**src/rtl/id_scoreboard_pkg.sv**
```systemverilog
// rtl/id_scoreboard_pkg.sv - shared register-address width, zone encodings and width helper
package id_scoreboard_pkg;

   localparam int REG_AW = 5;

   typedef enum logic [2:0] {
      ZONE_ALU    = 3'd0,
      ZONE_LOADQ  = 3'd1,
      ZONE_BRANCH = 3'd2,
      ZONE_CSR    = 3'd3
   } zone_e;

   // Bit width that can hold values 0..v-1, never below one bit.
   function automatic int clog2_min1(input int v);
      return (v < 2) ? 1 : $clog2(v);
   endfunction

endpackage

```
**src/rtl/id_scoreboard_if.sv**
```systemverilog
// rtl/id_scoreboard_if.sv - decode query, issue, clear and status bundle for the scoreboard
interface id_scoreboard_if #(
   parameter int NREGS = 32,
   parameter int NSRC  = 2,
   parameter int NCLR  = 2
);
   logic                clk_en_i;
   logic                qry_valid_i;
   logic [NSRC-1:0]     qry_src_rd_i;
   logic [NSRC*5-1:0]   qry_src_addr_i;
   logic                qry_regd_tgt_i;
   logic [4:0]          qry_regd_addr_i;
   logic                qry_load_i;
   logic                iss_fire_i;
   logic [NCLR-1:0]     clr_valid_i;
   logic [NCLR*5-1:0]   clr_addr_i;
   logic                stall_o;
   logic [NREGS-2:0]    busy_o;
   logic                err_o;

   modport master (
      output clk_en_i, qry_valid_i, qry_src_rd_i, qry_src_addr_i, qry_regd_tgt_i,
             qry_regd_addr_i, qry_load_i, iss_fire_i, clr_valid_i, clr_addr_i,
      input  stall_o, busy_o, err_o
   );

   modport slave (
      input  clk_en_i, qry_valid_i, qry_src_rd_i, qry_src_addr_i, qry_regd_tgt_i,
             qry_regd_addr_i, qry_load_i, iss_fire_i, clr_valid_i, clr_addr_i,
      output stall_o, busy_o, err_o
   );
endinterface

```
**src/rtl/id_scoreboard_sb_counter.sv**
```systemverilog
// rtl/id_scoreboard_sb_counter.sv - saturating up/down pending-load counter for one register
module sb_counter
   import id_scoreboard_pkg::*;
#(
   parameter int MAXPEND = 3,
   parameter int NCLR    = 2,
   localparam int CW     = $clog2(MAXPEND + 1),
   localparam int CCW    = clog2_min1(NCLR + 1)
) (
   input  logic           clk_i,
   input  logic           reset_i,
   input  logic           en_i,
   input  logic           inc_i,
   input  logic [CCW-1:0] clr_cnt_i,
   output logic [CW-1:0]  cnt_o,
   output logic           nz_o,
   output logic           max_o,
   output logic           unf_o,
   output logic           ovf_o
);

   logic [CW-1:0] cnt_q, cnt_d;
   int            sum;

   // Net change is evaluated wide and signed, then clamped into 0..MAXPEND.
   always_comb begin
      sum   = int'(cnt_q) + int'(inc_i) - int'(clr_cnt_i);
      cnt_d = cnt_q;
      unf_o = 1'b0;
      ovf_o = 1'b0;
      if (en_i) begin
         if (sum < 0) begin
            cnt_d = '0;
            unf_o = 1'b1;
         end else if (sum > MAXPEND) begin
            cnt_d = CW'(MAXPEND);
            ovf_o = 1'b1;
         end else begin
            cnt_d = CW'(sum);
         end
         if (cnt_q == '0 && clr_cnt_i != '0) begin
            unf_o = 1'b1;
         end
      end
   end

   always_ff @(posedge clk_i or posedge reset_i) begin
      if (reset_i) begin
         cnt_q <= '0;
      end else begin
         cnt_q <= cnt_d;
      end
   end

   assign cnt_o = cnt_q;
   assign nz_o  = (cnt_q != '0);
   assign max_o = (cnt_q == CW'(MAXPEND));

endmodule

```
**src/rtl/id_scoreboard.sv**
```systemverilog
// rtl/id_scoreboard.sv - per-register pending-load scoreboard producing the decode hazard stall
module id_scoreboard
   import id_scoreboard_pkg::*;
#(
   parameter int  NREGS   = 32,
   parameter int  NSRC    = 2,
   parameter int  NCLR    = 2,
   parameter int  MAXPEND = 3,
   localparam int CW      = $clog2(MAXPEND + 1),
   localparam int CCW     = clog2_min1(NCLR + 1)
) (
   input  logic             clk_i,
   input  logic             reset_i,
   id_scoreboard_if.slave   sb
);

   logic [CW-1:0]           cnt    [1:NREGS-1];
   logic [CCW-1:0]          clr_cnt[1:NREGS-1];
   logic [NREGS-1:1]        inc, nz, at_max, unf, ovf;
   logic [2**REG_AW-1:0]    nz_all, max_all;
   logic                    stall;
   logic                    err_q, err_d;
   logic [REG_AW-1:0]       rd;

   assign rd = sb.qry_regd_addr_i;

   always_comb begin
      for (int r = 1; r < NREGS; r++) begin
         clr_cnt[r] = '0;
         for (int p = 0; p < NCLR; p++) begin
            if (sb.clr_valid_i[p] && sb.clr_addr_i[p*REG_AW +: REG_AW] == REG_AW'(r)) begin
               clr_cnt[r] = clr_cnt[r] + CCW'(1);
            end
         end
      end
   end

   for (genvar r = 1; r < NREGS; r++) begin : g_cnt
      assign inc[r] = sb.iss_fire_i & sb.qry_load_i & sb.qry_regd_tgt_i &
                      (rd == REG_AW'(r));

      sb_counter #(
         .MAXPEND (MAXPEND),
         .NCLR    (NCLR)
      ) u_cnt (
         .clk_i     (clk_i),
         .reset_i   (reset_i),
         .en_i      (sb.clk_en_i),
         .inc_i     (inc[r]),
         .clr_cnt_i (clr_cnt[r]),
         .cnt_o     (cnt[r]),
         .nz_o      (nz[r]),
         .max_o     (at_max[r]),
         .unf_o     (unf[r]),
         .ovf_o     (ovf[r])
      );
   end

   // x0 and any address beyond NREGS-1 read as never pending.
   always_comb begin
      nz_all  = '0;
      max_all = '0;
      for (int r = 1; r < NREGS; r++) begin
         nz_all[r]  = (cnt[r] != '0);
         max_all[r] = at_max[r];
      end
   end

   // iss_fire_i is deliberately absent here: decode derives it from stall_o.
   always_comb begin
      stall = 1'b0;
      if (sb.qry_valid_i) begin
         for (int k = 0; k < NSRC; k++) begin
            if (sb.qry_src_rd_i[k] && nz_all[sb.qry_src_addr_i[k*REG_AW +: REG_AW]]) begin
               stall = 1'b1;
            end
         end
         if (sb.qry_regd_tgt_i) begin
            if (sb.qry_load_i ? max_all[rd] : nz_all[rd]) begin
               stall = 1'b1;
            end
         end
      end
   end

   assign err_d = err_q | (|unf) | (|ovf);

   always_ff @(posedge clk_i or posedge reset_i) begin
      if (reset_i) begin
         err_q <= 1'b0;
      end else begin
         err_q <= err_d;
      end
   end

   assign sb.stall_o = stall;
   assign sb.busy_o  = nz;
   assign sb.err_o   = err_q;

endmodule

```
**src/flat_wrapper.sv**
```systemverilog
// flat-port wrapper written by rule: the top's interface ports become plain ports
module id_scoreboard_flat import id_scoreboard_pkg::*;
#(
   parameter int  NREGS   = 32,
   parameter int  NSRC    = 2,
   parameter int  NCLR    = 2,
   parameter int  MAXPEND = 3,
   localparam int CW      = $clog2(MAXPEND + 1),
   localparam int CCW     = clog2_min1(NCLR + 1)
)
  (clk_i, reset_i, sb_clk_en_i, sb_qry_valid_i, sb_qry_src_rd_i, sb_qry_src_addr_i, sb_qry_regd_tgt_i, sb_qry_regd_addr_i, sb_qry_load_i, sb_iss_fire_i, sb_clr_valid_i, sb_clr_addr_i, sb_stall_o, sb_busy_o, sb_err_o);
  id_scoreboard_if #(.NREGS(NREGS), .NSRC(NSRC), .NCLR(NCLR)) sb_i ();
  input  logic clk_i;
  input  logic reset_i;
  input wire logic [$bits(sb_i.clk_en_i)-1:0] sb_clk_en_i;
  input wire logic [$bits(sb_i.qry_valid_i)-1:0] sb_qry_valid_i;
  input wire logic [$bits(sb_i.qry_src_rd_i)-1:0] sb_qry_src_rd_i;
  input wire logic [$bits(sb_i.qry_src_addr_i)-1:0] sb_qry_src_addr_i;
  input wire logic [$bits(sb_i.qry_regd_tgt_i)-1:0] sb_qry_regd_tgt_i;
  input wire logic [$bits(sb_i.qry_regd_addr_i)-1:0] sb_qry_regd_addr_i;
  input wire logic [$bits(sb_i.qry_load_i)-1:0] sb_qry_load_i;
  input wire logic [$bits(sb_i.iss_fire_i)-1:0] sb_iss_fire_i;
  input wire logic [$bits(sb_i.clr_valid_i)-1:0] sb_clr_valid_i;
  input wire logic [$bits(sb_i.clr_addr_i)-1:0] sb_clr_addr_i;
  output wire logic [$bits(sb_i.stall_o)-1:0] sb_stall_o;
  output wire logic [$bits(sb_i.busy_o)-1:0] sb_busy_o;
  output wire logic [$bits(sb_i.err_o)-1:0] sb_err_o;
  assign sb_i.clk_en_i = sb_clk_en_i;
  assign sb_i.qry_valid_i = sb_qry_valid_i;
  assign sb_i.qry_src_rd_i = sb_qry_src_rd_i;
  assign sb_i.qry_src_addr_i = sb_qry_src_addr_i;
  assign sb_i.qry_regd_tgt_i = sb_qry_regd_tgt_i;
  assign sb_i.qry_regd_addr_i = sb_qry_regd_addr_i;
  assign sb_i.qry_load_i = sb_qry_load_i;
  assign sb_i.iss_fire_i = sb_iss_fire_i;
  assign sb_i.clr_valid_i = sb_clr_valid_i;
  assign sb_i.clr_addr_i = sb_clr_addr_i;
  assign sb_stall_o = sb_i.stall_o;
  assign sb_busy_o = sb_i.busy_o;
  assign sb_err_o = sb_i.err_o;
  id_scoreboard #(.NREGS(NREGS), .NSRC(NSRC), .NCLR(NCLR), .MAXPEND(MAXPEND)) u_core (.clk_i(clk_i), .reset_i(reset_i), .sb(sb_i));
endmodule
```
**config.mk**
```make
export PLATFORM = sky130hd
export DESIGN_NAME = id_scoreboard_flat
export DESIGN_NICKNAME = d
export VERILOG_FILES = /design/src/rtl/id_scoreboard_pkg.sv /design/src/rtl/id_scoreboard_if.sv /design/src/rtl/id_scoreboard_sb_counter.sv /design/src/rtl/id_scoreboard.sv /design/src/flat_wrapper.sv
export SDC_FILE = /design/constraint.sdc
export NUM_CORES = 1
export LEC_CHECK = 0
export ABC_AREA = 1
export CAP_MARGIN = 10
export CORE_UTILIZATION = 45
export CTS_CLUSTER_DIAMETER = 40
export DETAILED_ROUTE_END_ITERATION = 10
export SYNTH_ARGS = -nofsm -noshare
export SYNTH_HDL_FRONTEND = slang
export SYNTH_SLANG_ARGS = --single-unit
export TNS_END_PERCENT = 30
```
**constraint.sdc**
```tcl
create_clock -name clk_i -period 2.55 [get_ports clk_i]
set_input_delay 0.6375 -clock clk_i [delete_from_list [all_inputs] [get_ports clk_i]]
set_output_delay 0.6375 -clock clk_i [all_outputs]
set_load 0.005 [all_outputs]
```
## Word level (Yosys, flattened, before mapping)

Cells that the tools add are included.

| word-level totals | value |
|---|---|
| flip-flop bits (word level) | 63 |
| output and inout bits | 33 |
| bits of input ports | 36 |
| word-level logic and storage cells | 863 |

| operators by class | value |
|---|---|
| $add $sub $neg | 93 |
| magnitude comparators | 65 |
| equal/unequal tests | 124 |
| bitwise operators | 35 |
| mux-type cells | 324 |
| reductions and logical operators | 190 |

Operator list:

| kind | number |
|---|---|
| greater-than comparator 32 x 3 -> 1 bit (second input constant) | 31 |
| < comparator 32 x 1 -> 1 bit (second input constant) | 31 |
| subtractor 32 x 3 -> 32 bit | 31 |
| == test 5 bit (second input constant) | 48 |
| 2-to-1 mux 1 bit | 227 |
| 2-to-1 mux 2 bit | 93 |
| nonzero test 2 bit | 62 |
| == test 5 x 4 -> 1 bit (second input constant) | 24 |
| logical AND 1 bit | 95 |
| adder 2 x 1 -> 3 bit | 31 |
| adder 1 x 1 -> 2 bit (second input constant) | 31 |
| == test 2 bit (second input constant) | 31 |
| logical NOT 2 bit | 31 |
| OR reduction 31 bit | 2 |
| == test 5 x 3 -> 1 bit (second input constant) | 12 |
| AND 1 bit | 33 |
| == test 5 x 2 -> 1 bit (second input constant) | 6 |
| binary-select mux 1 bit (select 5 bit) | 4 |
| < comparator 5 x 6 -> 1 bit (second input constant) | 3 |
| == test 5 x 1 -> 1 bit (second input constant) | 3 |
| OR 1 bit | 2 |

## Depth between registers and ports, before layout

| depth | value |
|---|---|
| word-level depth | 13 |
| gate-level depth with buffers | 22 |
| gate-level depth less buffers | 21 |

## By module

A second synthesis with hierarchy kept.

| second synthesis, totals | value |
|---|---|
| cell total of the unflattened synthesis | 1865 |
| area total of the unflattened synthesis | 11259.5 sq um |

By module, submodules not included:

| module | cells each | area each (sq um) | instances | sequential area each (sq um) |
|---|---|---|---|---|
| sb_counter | 39 | 266.5 | 31 | 50.0 |
| id_scoreboard | 656 | 2997.9 | 1 | 25.0 |

## Worst setup path before layout

No wires, ideal clock.

| path | value |
|---|---|
| kind | input-to-reg |
| start point | input sb_qry_load_i |
| end point | register u_core.err_q, in the netlist u_core.sb.err_o |
| setup time | 119 ps |
| arrival | 2927 ps |
| stages | 16 |
| path slack | -495 ps |
| path buffers | 1 |
| required time | 2431 ps |
| cell sequence | nand2_1 -> inv_1 -> nand3_1 -> clkbuf_1 -> nor2_1 -> ha_1 -> ha_1 -> fa_1 -> inv_1 -> ha_1 -> a21oi_1 -> o21a_1 -> nor3_1 -> nand2_1 -> nor2_1 -> nand2_1 |

| on the way | value |
|---|---|
| longest elaborated chain between the ends | 12 |
| elaborated cells on any way between the ends | 347 |
| those cells by class | add/sub (62); order compare (62); mux (186); bitwise (35); reduce/logical (2) |

RTL lines:

| what | line | text |
|---|---|---|
| from (decl) | flat_wrapper.sv:21 | `input wire logic [$bits(sb_i.qry_load_i)-1:0] sb_qry_load_i;` |
| AND 1 bit * (2 in a row) | id_scoreboard.sv:39 | `assign inc[r] = sb.iss_fire_i & sb.qry_load_i & sb.qry_regd_tgt_i &` |
| AND 1 bit | id_scoreboard.sv:39 |  |
| adder 2 x 1 -> 3 bit | id_scoreboard_sb_counter.sv:27 | `sum = int'(cnt_q) + int'(inc_i) - int'(clr_cnt_i);` |
| subtractor 32 x 3 -> 32 bit | id_scoreboard_sb_counter.sv:27 |  |
| < comparator 32 x 1 -> 1 bit | id_scoreboard_sb_counter.sv:32 | `if (sum < 0) begin` |
| 2-to-1 mux 1 bit | id_scoreboard_sb_counter.sv:32 |  |
| 2-to-1 mux 1 bit | id_scoreboard_sb_counter.sv:41 | `if (cnt_q == '0 && clr_cnt_i != '0) begin` |
| 2-to-1 mux 1 bit | id_scoreboard_sb_counter.sv:31 | `if (en_i) begin` |
| OR reduction 31 bit | id_scoreboard.sv:86 | `assign err_d = err_q \| (\|unf) \| (\|ovf);` |
| OR 1 bit | id_scoreboard.sv:86 |  |
| OR 1 bit * | id_scoreboard.sv:86 |  |
| via u_core.err_d | id_scoreboard.sv:22 | `logic err_q, err_d;` |
| to (signal assigned) | id_scoreboard.sv:92 | `err_q <= err_d;` |
| to (decl) | id_scoreboard.sv:22 |  |

Mark *: on every way through the listed nets, which the timed path passes. The rest lies on a longest branch.
A chain may end at the register's enable or synchronous reset.

## Final worst setup path

Same ends and word-level chain as after synthesis.

==> impl_metrics.yaml <==
timing:
  finalMaxSlewViolations: 0
  min_period_ns: 3.24
  finClkSkew_ns: 0.00744
  relSlewSlack: 0.710
  setup_violations: 45
  final_hold_viol_count: 0
  fmax_mhz: 309
  worst_pin_slew_ns: 0.435
  rsz0062_at_grt: "true"
  fin_crit_sh: 1.27
  setup_ws_ns: -0.690
detailed_routing:
  drtIter0Drc: 876
  route.vias.total: 12500
  ant_nets: 0
  routedWlPerCell_um: 18.2
  drc: 0
  first_pass_iters: 7
  drt_wl_total_um: 44000
  via_per_inst: 5.14
power:
  power_leakage_nw: 8.20
  ir_drop_v: 0.000599
  powerDensity_nw_per_um2: 720
global_routing:
  grt_usage: 0.338
  antenna_found_initial: 0
  overflow: 0
  grt_pass1_wl_um: 66000
  grt_pass1_vias: 12500
  grt_max_degree: 64
logic_synthesis:
  ys_warn_count: 0
  yosys.cell_types.count: 27
  synth_edf_count: 0
  synthArstFlopShare: 1.00
  yosysSeqAreaShare: 0.142
  syn_inst: 1712
  postSynthAreaPerCell_um2: 6.48
  ys_ff_latch: 63
  synth_area_um2: 11100
  ys.flop_type: "dfrtp_1"
  synth_nets: 1996
run_status:
  outcome: "finished with violations"
  violations: "negative setup slack"
floorplan:
  ios: 69
  die_h_um: 159
  initial_core_util: 0.458
  row_count: 57
  core_area_um2: 24200
  die_area_um2: 25300
  dieWidth_um: 159
layout:
  num-nets-final: 2379
  final_util: 0.717
  antenna_cells_inserted: 0
  syn_to_final_growth_pct: 56.6
  drive_gt1_frac: 0.397
placement:
  place.gp.congestion: 1.07
  io_buffers: 68
  pre_cts_slack_ns: -1.69
  hpwl_um: 33700
setup_path:
  crit_slowest_cell: "fa_1"
  cp_max_fo: 5
  critPathKind: "in2reg"
  worst_setup_path_end_kind: "register"
  critPathLaunchType: "input pin"
  path_buf_inv: 8
  critPathTopFamily: "simple AND/OR/NAND/NOR gates"
  crit_chain: "buf_8 -> nand2_8 -> inv_4 -> buf_6 -> nand3_4 -> buf_8 -> buf_6 -> nor3_4 -> ha_4 -> inv_1 -> fa_1 -> nor2_1 -> a21boi_2 -> buf_4 -> nor2_1 -> a21oi_1 -> nor2_1 -> buf_4 -> nand2_1 -> nor2_2 -> nand2_1 -> nor2_2 -> nand2_1"
  cp_data_arrival_time_ns: 3.47
  cpPeakStageDelay_ns: 0.46
  crit_required_ns: 2.78
run:
  maxCapViolCount: 0
clock_tree:
  clockRootBuffer: "clkbuf_16"
  clockBufferDepth: 2
  cts.sinks: 63
  numCtsBuffers: 9
  ctsHoldBuffers: 0
  cts_tree: "yes"
  htree_levels: 3
  path_clk_slew_ns: 0.06
  clk_latency_ns: 0.35
min_path:
  hold_path_class: "reg2reg"
sequential cells by signal, summed over array words and instances (netlist names):
register / flops
u_core.g_cnt.u_cnt.cnt_o: 62
u_core.sb.err_o: 1
stage by stage:
stage	TNS [ns]	hold slack (ns)	total power [mW]	instances	cell area (µm²)
6_report	-5.16	0.561	12.5	2424	17400
4_1_cts	-5.91	0.545	11.8	2400	16300
3_3_place_gp	-62.88	0.540	9.84	2345	14500
5_1_grt	-10.86	0.586	13.5	2424	17400
3_5_place_dp	-65.35	0.538	9.96	2345	14500
2_1_floorplan	-1.53	0.462	6.05	1712	11500
placed cells by master, fill, tap and decap left out, types with 7 or more instances in the layout:
cell,n
ha_1,89
a21boi_2,9
o21ai_2,8
nand2_4,12
buf_2,8
inv_4,8
fa_2,25
clkdlybuf4s50_1,44
nand3b_1,19
buf_4,306
buf_8,7
fa_1,37
nor2_2,53
o21ai_0,27
ha_2,21
buf_12,11
nor2_1,210
nand2_1,223
inv_1,326
o21ai_1,60
inv_2,91
nand3_1,107
clkbuf_16,9
ha_4,76
a21boi_1,18
a21oi_1,24
dfrtp_1,63
a21oi_2,9
nor2_4,72
nand2_2,20
buf_6,51
layout make-up:
class / instances / area [µm²]
repair buffers: 433 / 3730
fillers: 1913 / 6870
inverters: 428 / 1650
flip-flops and latches: 63 / 1580
clock inverters: 6 / 68.8
multi-input cells: 1160 / 9710
clock buffers: 10 / 239
well taps: 324 / 405
synthesized netlist by cell type (3+ instances only):
master	number	area (µm²)
inv_1	425	1600
nor2_1	333	1250
nand2_1	257	965
ha_1	186	2330
nand3_1	114	571
o21ai_0	94	470
dfrtp_1	63	1580
fa_1	62	1240
a21oi_1	33	165
buf_4	33	248
a21boi_0	28	210
clkbuf_1	21	78.8
nand3b_1	19	143
nor3_1	9	45.0
buf_2	5	25.0
nand4_1	5	31.3
o21a_1	5	37.5
inv_2	3	11.3
o211ai_1	3	22.5
or2_2	3	18.8
per-layer routing:
layer / GRT usage / vias up / part of all wire
met3: 0.0500 / 120 / 0.066
met2: 0.564 / 487 / 0.47
li1: - / 5939 / -
met4: 0.147 / 0 / 0.045
met1: 0.435 / 5909 / 0.42
met5: 0 / - / 0
cell families after synthesis:
kind of cell	synth area share
DFF	0.142
AOI/OAI and AO/OA	0.0841
adders and majority gates	0.322
and+or+nand+nor	0.275
buffers and inverters	0.177
power by group:
group,switching [mW],internal (mW)
logic,4.77,4.43
registers,0.475,1.47
clock network,0.578,0.791
total,5.82,6.70
repair_timing:
item / in CTS / in global routing
resized for setup: 469 / 273
pin swaps: 124 / 104
buffers inserted: 42 / 29
gates cloned: 1 / 0
endpoints found under the hold margin: 0 / 0
endpoints found under the setup margin: 64 / 65
worst register-to-register path, delay by kind of cell (launching register included):
kind / cells / cell delay [ns]
buffers and inverters: 4 / 0.51
adder cells (fa/ha/maj): 2 / 0.59
flip-flops: 1 / 0.41
AND/OR/NAND/NOR: 8 / 0.87
AO/OA/AOI/OAI: 2 / 0.16
worst paths after layout:
check                                                     start                               to  slack [ns]  depth (start not counted)
worst max-delay path                              sb_qry_load_i                  u_core.sb.err_o       -0.69                         23
worst min-delay path             u_core.g_cnt[2].u_cnt.cnt_o[0]   u_core.g_cnt[2].u_cnt.cnt_o[0]        0.56                          2
worst max register to register  u_core.g_cnt[30].u_cnt.cnt_o[0]                  u_core.sb.err_o       -0.11                         16
min in group asynchronous                               reset_i  u_core.g_cnt[24].u_cnt.cnt_o[1]        0.69                          3
max in group asynchronous                               reset_i  u_core.g_cnt[29].u_cnt.cnt_o[1]        1.51                          3
worst min register to register   u_core.g_cnt[2].u_cnt.cnt_o[0]   u_core.g_cnt[2].u_cnt.cnt_o[0]        0.56                          2
Power figures use the tool's default switching activity.
